`src/rtl/image_pkg.sv`:
```
// Shared definitions for the image writer: lane geometry, pixel ceiling,
// writer state encoding and the per-lane saturation helper.
package image_pkg;

    localparam int LANE_W = 32;
    localparam int LANES  = 4;
    localparam int VEC_W  = LANE_W * LANES;

    localparam logic [LANE_W-1:0] PIXEL_MAX = 32'd255;

    typedef enum logic [1:0] {
        IDLE,
        RUN,
        DRAIN,
        DONE
    } writer_state_t;

    // Clamp every unsigned lane to PIXEL_MAX; lanes at or below it pass through.
    function automatic logic [VEC_W-1:0] saturate_vec(input logic [VEC_W-1:0] v);
        logic [VEC_W-1:0]  r;
        logic [LANE_W-1:0] lane;
        r = '0;
        for (int i = 0; i < LANES; i++) begin
            lane = v[i*LANE_W +: LANE_W];
            r[i*LANE_W +: LANE_W] = (lane > PIXEL_MAX) ? PIXEL_MAX : lane;
        end
        return r;
    endfunction

endpackage

```
`src/rtl/vec_fifo.sv`:
```
// Small synchronous FIFO of pixel vectors with registered full/empty flags
// and a synchronous clear used when a new image starts.
module vec_fifo #(
    parameter int WIDTH = 128,
    parameter int DEPTH = 4
) (
    input  logic                       clk,
    input  logic                       rst,
    input  logic                       clear,
    input  logic                       push,
    input  logic                       pop,
    input  logic [WIDTH-1:0]           din,
    output logic                       full,
    output logic                       empty,
    output logic [$clog2(DEPTH):0]     count,
    output logic [WIDTH-1:0]           head
);

    localparam int PTR_W = $clog2(DEPTH);
    localparam int CNT_W = PTR_W + 1;

    logic [WIDTH-1:0] mem [DEPTH];
    logic [PTR_W-1:0] wptr;
    logic [PTR_W-1:0] rptr;
    logic [CNT_W-1:0] count_next;

    always_comb begin
        count_next = count;
        case ({push, pop})
            2'b10:   count_next = count + CNT_W'(1);
            2'b01:   count_next = count - CNT_W'(1);
            default: count_next = count;
        endcase
    end

    // Flags are computed from the next count so they are ready as plain registers.
    always_ff @(posedge clk or negedge rst) begin
        if (!rst) begin
            wptr  <= '0;
            rptr  <= '0;
            count <= '0;
            full  <= 1'b0;
            empty <= 1'b1;
        end else if (clear) begin
            wptr  <= '0;
            rptr  <= '0;
            count <= '0;
            full  <= 1'b0;
            empty <= 1'b1;
        end else begin
            if (push) wptr <= wptr + PTR_W'(1);
            if (pop)  rptr <= rptr + PTR_W'(1);
            count <= count_next;
            full  <= (count_next == CNT_W'(DEPTH));
            empty <= (count_next == '0);
        end
    end

    always_ff @(posedge clk) begin
        if (push && !clear) mem[wptr] <= din;
    end

    assign head = mem[rptr];

endmodule

```
`src/rtl/image_writer.sv`:
```
// Streams NUM_PIXELS/4 four-pixel beats through a small FIFO into the image
// RAM, saturating each lane to PIXEL_MAX on the way out.
module image_writer
    import image_pkg::*;
#(
    parameter int NUM_PIXELS = 40000,
    parameter int FIFO_DEPTH = 4
) (
    input  logic             clk,
    input  logic             rst,
    input  logic             start,
    input  logic             in_valid,
    output logic             in_ready,
    input  logic [VEC_W-1:0] in_data,
    input  logic             wr_ready,
    output logic             we,
    output logic [VEC_W-1:0] waddr,
    output logic [VEC_W-1:0] wd,
    output logic             busy,
    output logic             done
);

    localparam int BEATS   = NUM_PIXELS / LANES;
    localparam int CNT_W   = $clog2(BEATS + 1);
    localparam int ADDR_W  = $clog2(NUM_PIXELS + 1);
    localparam int FCNT_W  = $clog2(FIFO_DEPTH) + 1;

    writer_state_t     state;
    logic [CNT_W-1:0]  accept_cnt;
    logic [ADDR_W-1:0] waddr_r;

    logic              fifo_full;
    logic              fifo_empty;
    logic [FCNT_W-1:0] fifo_count;
    logic [VEC_W-1:0]  fifo_head;
    logic              fifo_clear;
    logic              accept;
    logic              pop;

    assign fifo_clear = start && (state == IDLE || state == DONE);
    assign in_ready   = (state == RUN) && !fifo_full;
    assign accept     = in_valid && in_ready;
    assign we         = !fifo_empty && (state == RUN || state == DRAIN);
    assign pop        = we && wr_ready;

    assign wd    = we ? saturate_vec(fifo_head) : '0;
    assign waddr = {{(VEC_W-ADDR_W){1'b0}}, waddr_r};
    assign busy  = (state == RUN) || (state == DRAIN);
    assign done  = (state == DONE);

    vec_fifo #(
        .WIDTH (VEC_W),
        .DEPTH (FIFO_DEPTH)
    ) u_fifo (
        .clk   (clk),
        .rst   (rst),
        .clear (fifo_clear),
        .push  (accept),
        .pop   (pop),
        .din   (in_data),
        .full  (fifo_full),
        .empty (fifo_empty),
        .count (fifo_count),
        .head  (fifo_head)
    );

    // DRAIN only ends on the pop that empties the FIFO, so done follows the last write.
    always_ff @(posedge clk or negedge rst) begin
        if (!rst) begin
            state      <= IDLE;
            accept_cnt <= '0;
            waddr_r    <= '0;
        end else begin
            case (state)
                IDLE, DONE: begin
                    if (start) begin
                        state      <= RUN;
                        accept_cnt <= '0;
                        waddr_r    <= '0;
                    end
                end
                RUN: begin
                    if (accept) begin
                        accept_cnt <= accept_cnt + CNT_W'(1);
                        if (accept_cnt == CNT_W'(BEATS - 1)) state <= DRAIN;
                    end
                end
                DRAIN: begin
                    if (pop && fifo_count == FCNT_W'(1)) state <= DONE;
                end
                default: state <= IDLE;
            endcase
            if (pop) waddr_r <= waddr_r + ADDR_W'(LANES);
        end
    end

endmodule

```
`config.mk`:
```
export PLATFORM = sky130hd
export DESIGN_NAME = image_writer
export DESIGN_NICKNAME = d
export VERILOG_FILES = /design/src/rtl/image_pkg.sv /design/src/rtl/vec_fifo.sv /design/src/rtl/image_writer.sv
export SDC_FILE = /design/constraint.sdc
export NUM_CORES = 1
export LEC_CHECK = 0
export BUFFER_PORTS_ARGS = -buffer_cell sky130_fd_sc_hd__clkbuf_2
export CORE_MARGIN = 5
export CORE_UTILIZATION = 46
export CTS_CLUSTER_DIAMETER = 60
export DETAILED_ROUTE_END_ITERATION = 10
export PLACE_DENSITY = 0.64
export SLEW_MARGIN = 30
export SYNTH_ARGS = -nofsm -noshare
export SYNTH_HDL_FRONTEND = slang
export SYNTH_SLANG_ARGS = --single-unit
```
`constraint.sdc`:
```
create_clock -name clk -period 6.68 [get_ports clk]
set_clock_uncertainty 0.15 [all_clocks]
set_input_delay 1.002 -clock clk [delete_from_list [all_inputs] [get_ports clk]]
set_output_delay 1.002 -clock clk [all_outputs]
set_load 0.005 [all_outputs]
```
# Word level (Yosys, flattened, before mapping)
# Memories as Yosys holds them, arrays and structs flattened.
# Cells that the tools add are included.
# op_classes
add_sub_neg	6
multipliers	0
div_mod_pow	0
n_lt_le_gt_ge	4
n_eq_ne	12
shifts	0
n_mux	26
bitwise_logic	0
n_reduce_logical	23
# ops
cell	n
greater-than comparator 32 x 8 -> 1 bit, second input constant	4
2-to-1 mux 128 bit	1
2-to-1 mux 32 bit	4
2-to-1 mux 16 bit	3
2-to-1 mux 14 bit	2
one-hot mux 14 bit (2 select lines)	1
adder 16 x 3 -> 16 bit, second input constant	1
2-to-1 mux 2 bit	8
adder 14 x 1 -> 14 bit, second input constant	1
== test 14 bit, second input constant	1
nonzero test 2 bit	5
logical AND 1 bit	7
== test 2 bit, second input constant	3
inequality test 2 x 1 -> 1 bit, second input constant	3
one-hot mux 2 bit (3 select lines)	1
one-hot mux 3 bit (2 select lines)	1
adder 2 x 1 -> 2 bit, second input constant	2
== test 2 x 1 -> 1 bit, second input constant	2
2-to-1 mux 1 bit	4
AND reduction 4 bit	1
adder 3 x 1 -> 3 bit, second input constant	1
== test 3 x 1 -> 1 bit, second input constant	1
== test 3 bit, second input constant	1
zero test 1 bit	3
other kinds (9)	10
# totals
ff_bits	41
latch_bits	0
ramBits	512
romBits	0
out_inout_bits	260
elab_cells	80
n_memories	1
# mem_list
name	depth	word_bits	read_ports	rd_ports_with_merged_regs	write_ports	line	text
u_fifo.mem	4	128	1	0	1	vec_fifo.sv:22	logic [WIDTH-1:0] mem [DEPTH];

# Logic depth before layout (Yosys ltp)
# logic_depth
depth_word	8
mapped_depth	14
ltp_nobuf	12

# Cells and area by module
# From an unflattened synthesis, not the netlist that was laid out.
# hier_totals
hier_cells	1187
area_unflattened_um2	22758.1
# by_module_without_submodules
mod	n_inst	cells_each	area_per_inst_um2	seq_area_each_um2
vec_fifo	1	719	18982.0	15601.2
image_writer	1	468	3776.1	750.7

# Least setup slack after synthesis
# No wires, ideal clock.
# synth_timing
path_type	input to register
from	input start
to	memory u_fifo.mem[0][0] (enable)
setup_ps	503
t_arrival_ps	4444
setup_slack_ps	1583
path_stages	4
cell_sequence	and2_1 -> clkbuf_1 -> nor2_1 -> and2_1
# synth_between
elab_chain_cells	5
# synth_rtl
element	line	text
start: declaration	image_writer.sv:11	input logic start,
logical AND 1 bit	image_writer.sv:40	assign fifo_clear = start && (state == IDLE || state == DONE);
zero test 1 bit	vec_fifo.sv:60	if (push && !clear) mem[wptr] <= din;
logical AND 1 bit	vec_fifo.sv:60	
2-to-1 mux 1 bit	vec_fifo.sv:60	
2-to-1 mux 1 bit (implied by the code)	vec_fifo.sv:60	
end: declaration	vec_fifo.sv:22	
# No other way between the ends.

# Final worst setup path
# layout_timing
from	register u_fifo.rptr[1]
to	output wd[101]
# layout_between
elab_chain_cells	4
# layout_rtl
element	line	text
start: declaration	vec_fifo.sv:24	logic [PTR_W-1:0] rptr;
start signal: assignment	vec_fifo.sv:52	if (pop) rptr <= rptr + PTR_W'(1);
memory (4 x 128 bit) (*)	--	
greater-than comparator 32 x 8 -> 1 bit	image_pkg.sv:25	r[i*LANE_W +: LANE_W] = (lane > PIXEL_MAX) ? PIXEL_MAX : lane;
2-to-1 mux 32 bit (*)	image_pkg.sv:25	
2-to-1 mux 128 bit (*)	image_writer.sv:46	assign wd = we ? saturate_vec(fifo_head) : '0;
end: declaration	image_writer.sv:18	output logic [VEC_W-1:0] wd,
# Mark *: on every way between the ends. The rest lies on a longest branch, timed or not.

==> impl_metrics.toml <==
[floorplan]
start_util = 0.465
core_sq_um = 45400
die_area_sq_um = 50200
die_y_um = 224
io_pins = 393
die_w_um = 224
num_rows = 78

[synth]
synth_ff_type = "edfxtp_1"
yosys_warnings = 0
netlist_instances = 1231
synth.avg_cell_area_sq_um = 17.1
yosysSeqAreaShare = 0.776
async_reset_ff_frac = 0.0708
yosysUniqueCellTypes = 45
ys_ff_latch = 551
yosys.area.top_type = "edfxtp_1"
synth_top_area_frac = 0.729
ys_top_cells_by_area = "edfxtp_1 73%, buf_4 7.5%, dfrtp_1 4.5%"
synthTopCellsByCount = "512 x edfxtp_1, 211 x buf_4, 73 x nor4_1, 71 x mux2i_1, 48 x nor2_1"
yosysMostFrequentCell = "edfxtp_1"
synth_edf_count = 512
syn_area_sq_um = 21100

[finish]
synthToLayoutAreaGrowth_pct = 12.4
finish.net_count = 1600
drive_gt1_frac = 0.187
fin_cells = 2100

[timing]
setup_ws_ns = 1.98
slew_viol_final = 0
finalCritPeriodShare = 0.704
period_minus_slack_ns = 4.70
slew_headroom = 0.378
setup_tns_ns = 0
grt_setup_unrepaired = "false"
timing.fmax_mhz = 213
finalHoldViolations = 0
worstMarginPinSlew_ns = 0.930
setup_viol = 0

[global_routing]
antenna_found_initial = 5
grt_remaining_overflow = 0
grt_max_degree = 65
grt_use_total = 0.153
grt_pass1_vias = 10200
grt_pass1_wl_um = 59500

[routing]
drt_pre_antenna_iters = 5
drt_iter0_markers = 590
wl_um = 39500
final_antenna_net_count = 0
drc = 0
post_drt_wl_per_cell_um = 18.8
vias = 10200
viasPerCell = 4.84

[critical_path]
worstPathMaxFanout = 42
cp-start-kind = "flip-flop"
endpoint_kind = "primary output"
required_ns = 5.53
crit_chain = "buf_4 > nor4b_1 > nand4_1 > o22ai_1 > and2_1 > a221oi_1 > clkbuf_2"
cp_slowest_cell = "dfrtp_4"
rrSetupSlack_ns = 3.15
reg2reg_from = "state[0]$_DFFE_PN0P_"
crit_buf_inv = 2
path_class = "flip-flop to primary output"
crit_family = "flip-flops"
crit_start = "u_fifo.rptr[1]$_DFFE_PN0P_"
cpPeakStageDelay_ns = 0.84
critical_path_arrival_ns = 3.55

[cts]
cts_tree = "done"
clk_pin_slew_worst_paths_ns = 0.06
worstSkewPairLatency_ns = 0.57
cts.htree.levels = 2
clk_root_buffer_cell = "clkbuf_16"
hold_buffers = 0
cts-resized-gates = 0
post_cts_buffers = 0
cts_buffers = 53
cts_buffer_depth = 3
cts.sink_count = 551

[power]
vdd_drop_max_mv = 0.230
p_per_area_nw_per_um2 = 330
leakage_uw = 0.00835

[placement]
port_buffers = 182
dp_slack_ns = 2.57
dp.cells = 1998
gp_congestion = 0.776
dp_hpwl_um = 27200

[outcome]
status = "complete, no violations"

[worst_hold_path]
hold_class = "input port to asynchronous set/reset pin"

[job]
maxCapViolCount = 0
-- final cells by class --
| cell class | count | area, sq um |
|---|---|---|
| Fill cell | 3687 | 21700 |
| Clock buffer | 66 | 1400 |
| Timing Repair Buffer | 192 | 988 |
| Clock inverter | 34 | 358 |
| Tap cell | 600 | 751 |
| Inverter | 14 | 55.1 |
| Antenna cell | 2 | 5.00 |
| Multi-Input combinational cell | 641 | 3780 |
| Sequential cell | 551 | 16400 |
-- layer usage --
layer,track usage,wire [um],part of all wire
met5,0,44,0.0011
met4,0.0411,556,0.014
met1,0.199,16000,0.40
met2,0.262,20100,0.51
met3,0.0358,2770,0.070
-- where the power goes --
part / internal, uW / switching [uW] / total (uW)
combinational: 185 / 480 / 665
clock: 1730 / 1210 / 2940
sequential: 4120 / 98.4 / 4220
total: 6030 / 1790 / 7820
-- sequential cells by signal (all words and copies together), names as in the netlist --
register      flops
u_fifo.rptr       2
u_fifo.mem      512
state             2
u_fifo.empty      1
waddr_r          14
u_fifo.wptr       2
u_fifo.full       1
accept_cnt       14
u_fifo.count      3
-- path summary, 6_finish.rpt --
kind,to,cells after the start
setup reg to reg,u_fifo.empty$_DFF_PN1_,13
max in group asynchronous,u_fifo.rptr[1]$_DFFE_PN0P_,1
setup / recovery,wd[101],7
min in group clk,waddr_r[15]$_DFFE_PN0P_,1
hold reg to reg,waddr_r[15]$_DFFE_PN0P_,1
hold / removal,waddr_r[12]$_DFFE_PN0P_,1
-- logic make-up (layout without fill, tap and decap cells) --
family,count (synthesis),count (layout),synth area share
AOI/OAI and AO/OA,69,69,0.0245
xor gates and xnor gates,15,15,0.00623
adders and majority gates,14,14,0.00831
buffers and inverters,248,306,0.0828
DFF,551,551,0.776
muxes,71,71,0.0337
other,1,212,0.000178
and+or+nand+nor,262,262,0.0687
-- placed cells by master (no fill, tap or decap), types with 3 or more instances in the layout --
cell type,n
edfxtp_1,512
conb_1,210
clkbuf_2,181
nor4_1,73
mux2i_1,71
clkbuf_16,54
nor2_1,48
dfrtp_1,37
nand3_1,31
a221oi_1,28
nand4_1,25
nor3_1,22
nand2_1,19
clkinv_1,17
o21ai_0,16
ha_1,14
inv_1,12
xor2_1,12
clkbuf_1,12
and3_1,10
buf_4,10
nor4b_1,8
and2_1,6
bufinv_16,6
clkinv_2,5
o22ai_1,5
a211oi_1,5
o22a_1,4
nor2_2,4
and2_4,4
a21oi_1,4
nor2b_1,3
xnor2_1,3
-- per-stage QoR --
step                      utilization  power [uW]  hold slack (ns)  instance area, sq um
after CTS                       0.522        7910            0.283                 23700
after global placement          0.483        4940            0.317                 21900
after global routing            0.522        8160            0.311                 23700
after detailed placement        0.483        4970            0.351                 21900
final                           0.522        7820            0.285                 23700
after floorplan                     -        4790            0.319                 21900
Power figures use the tool's default switching activity.
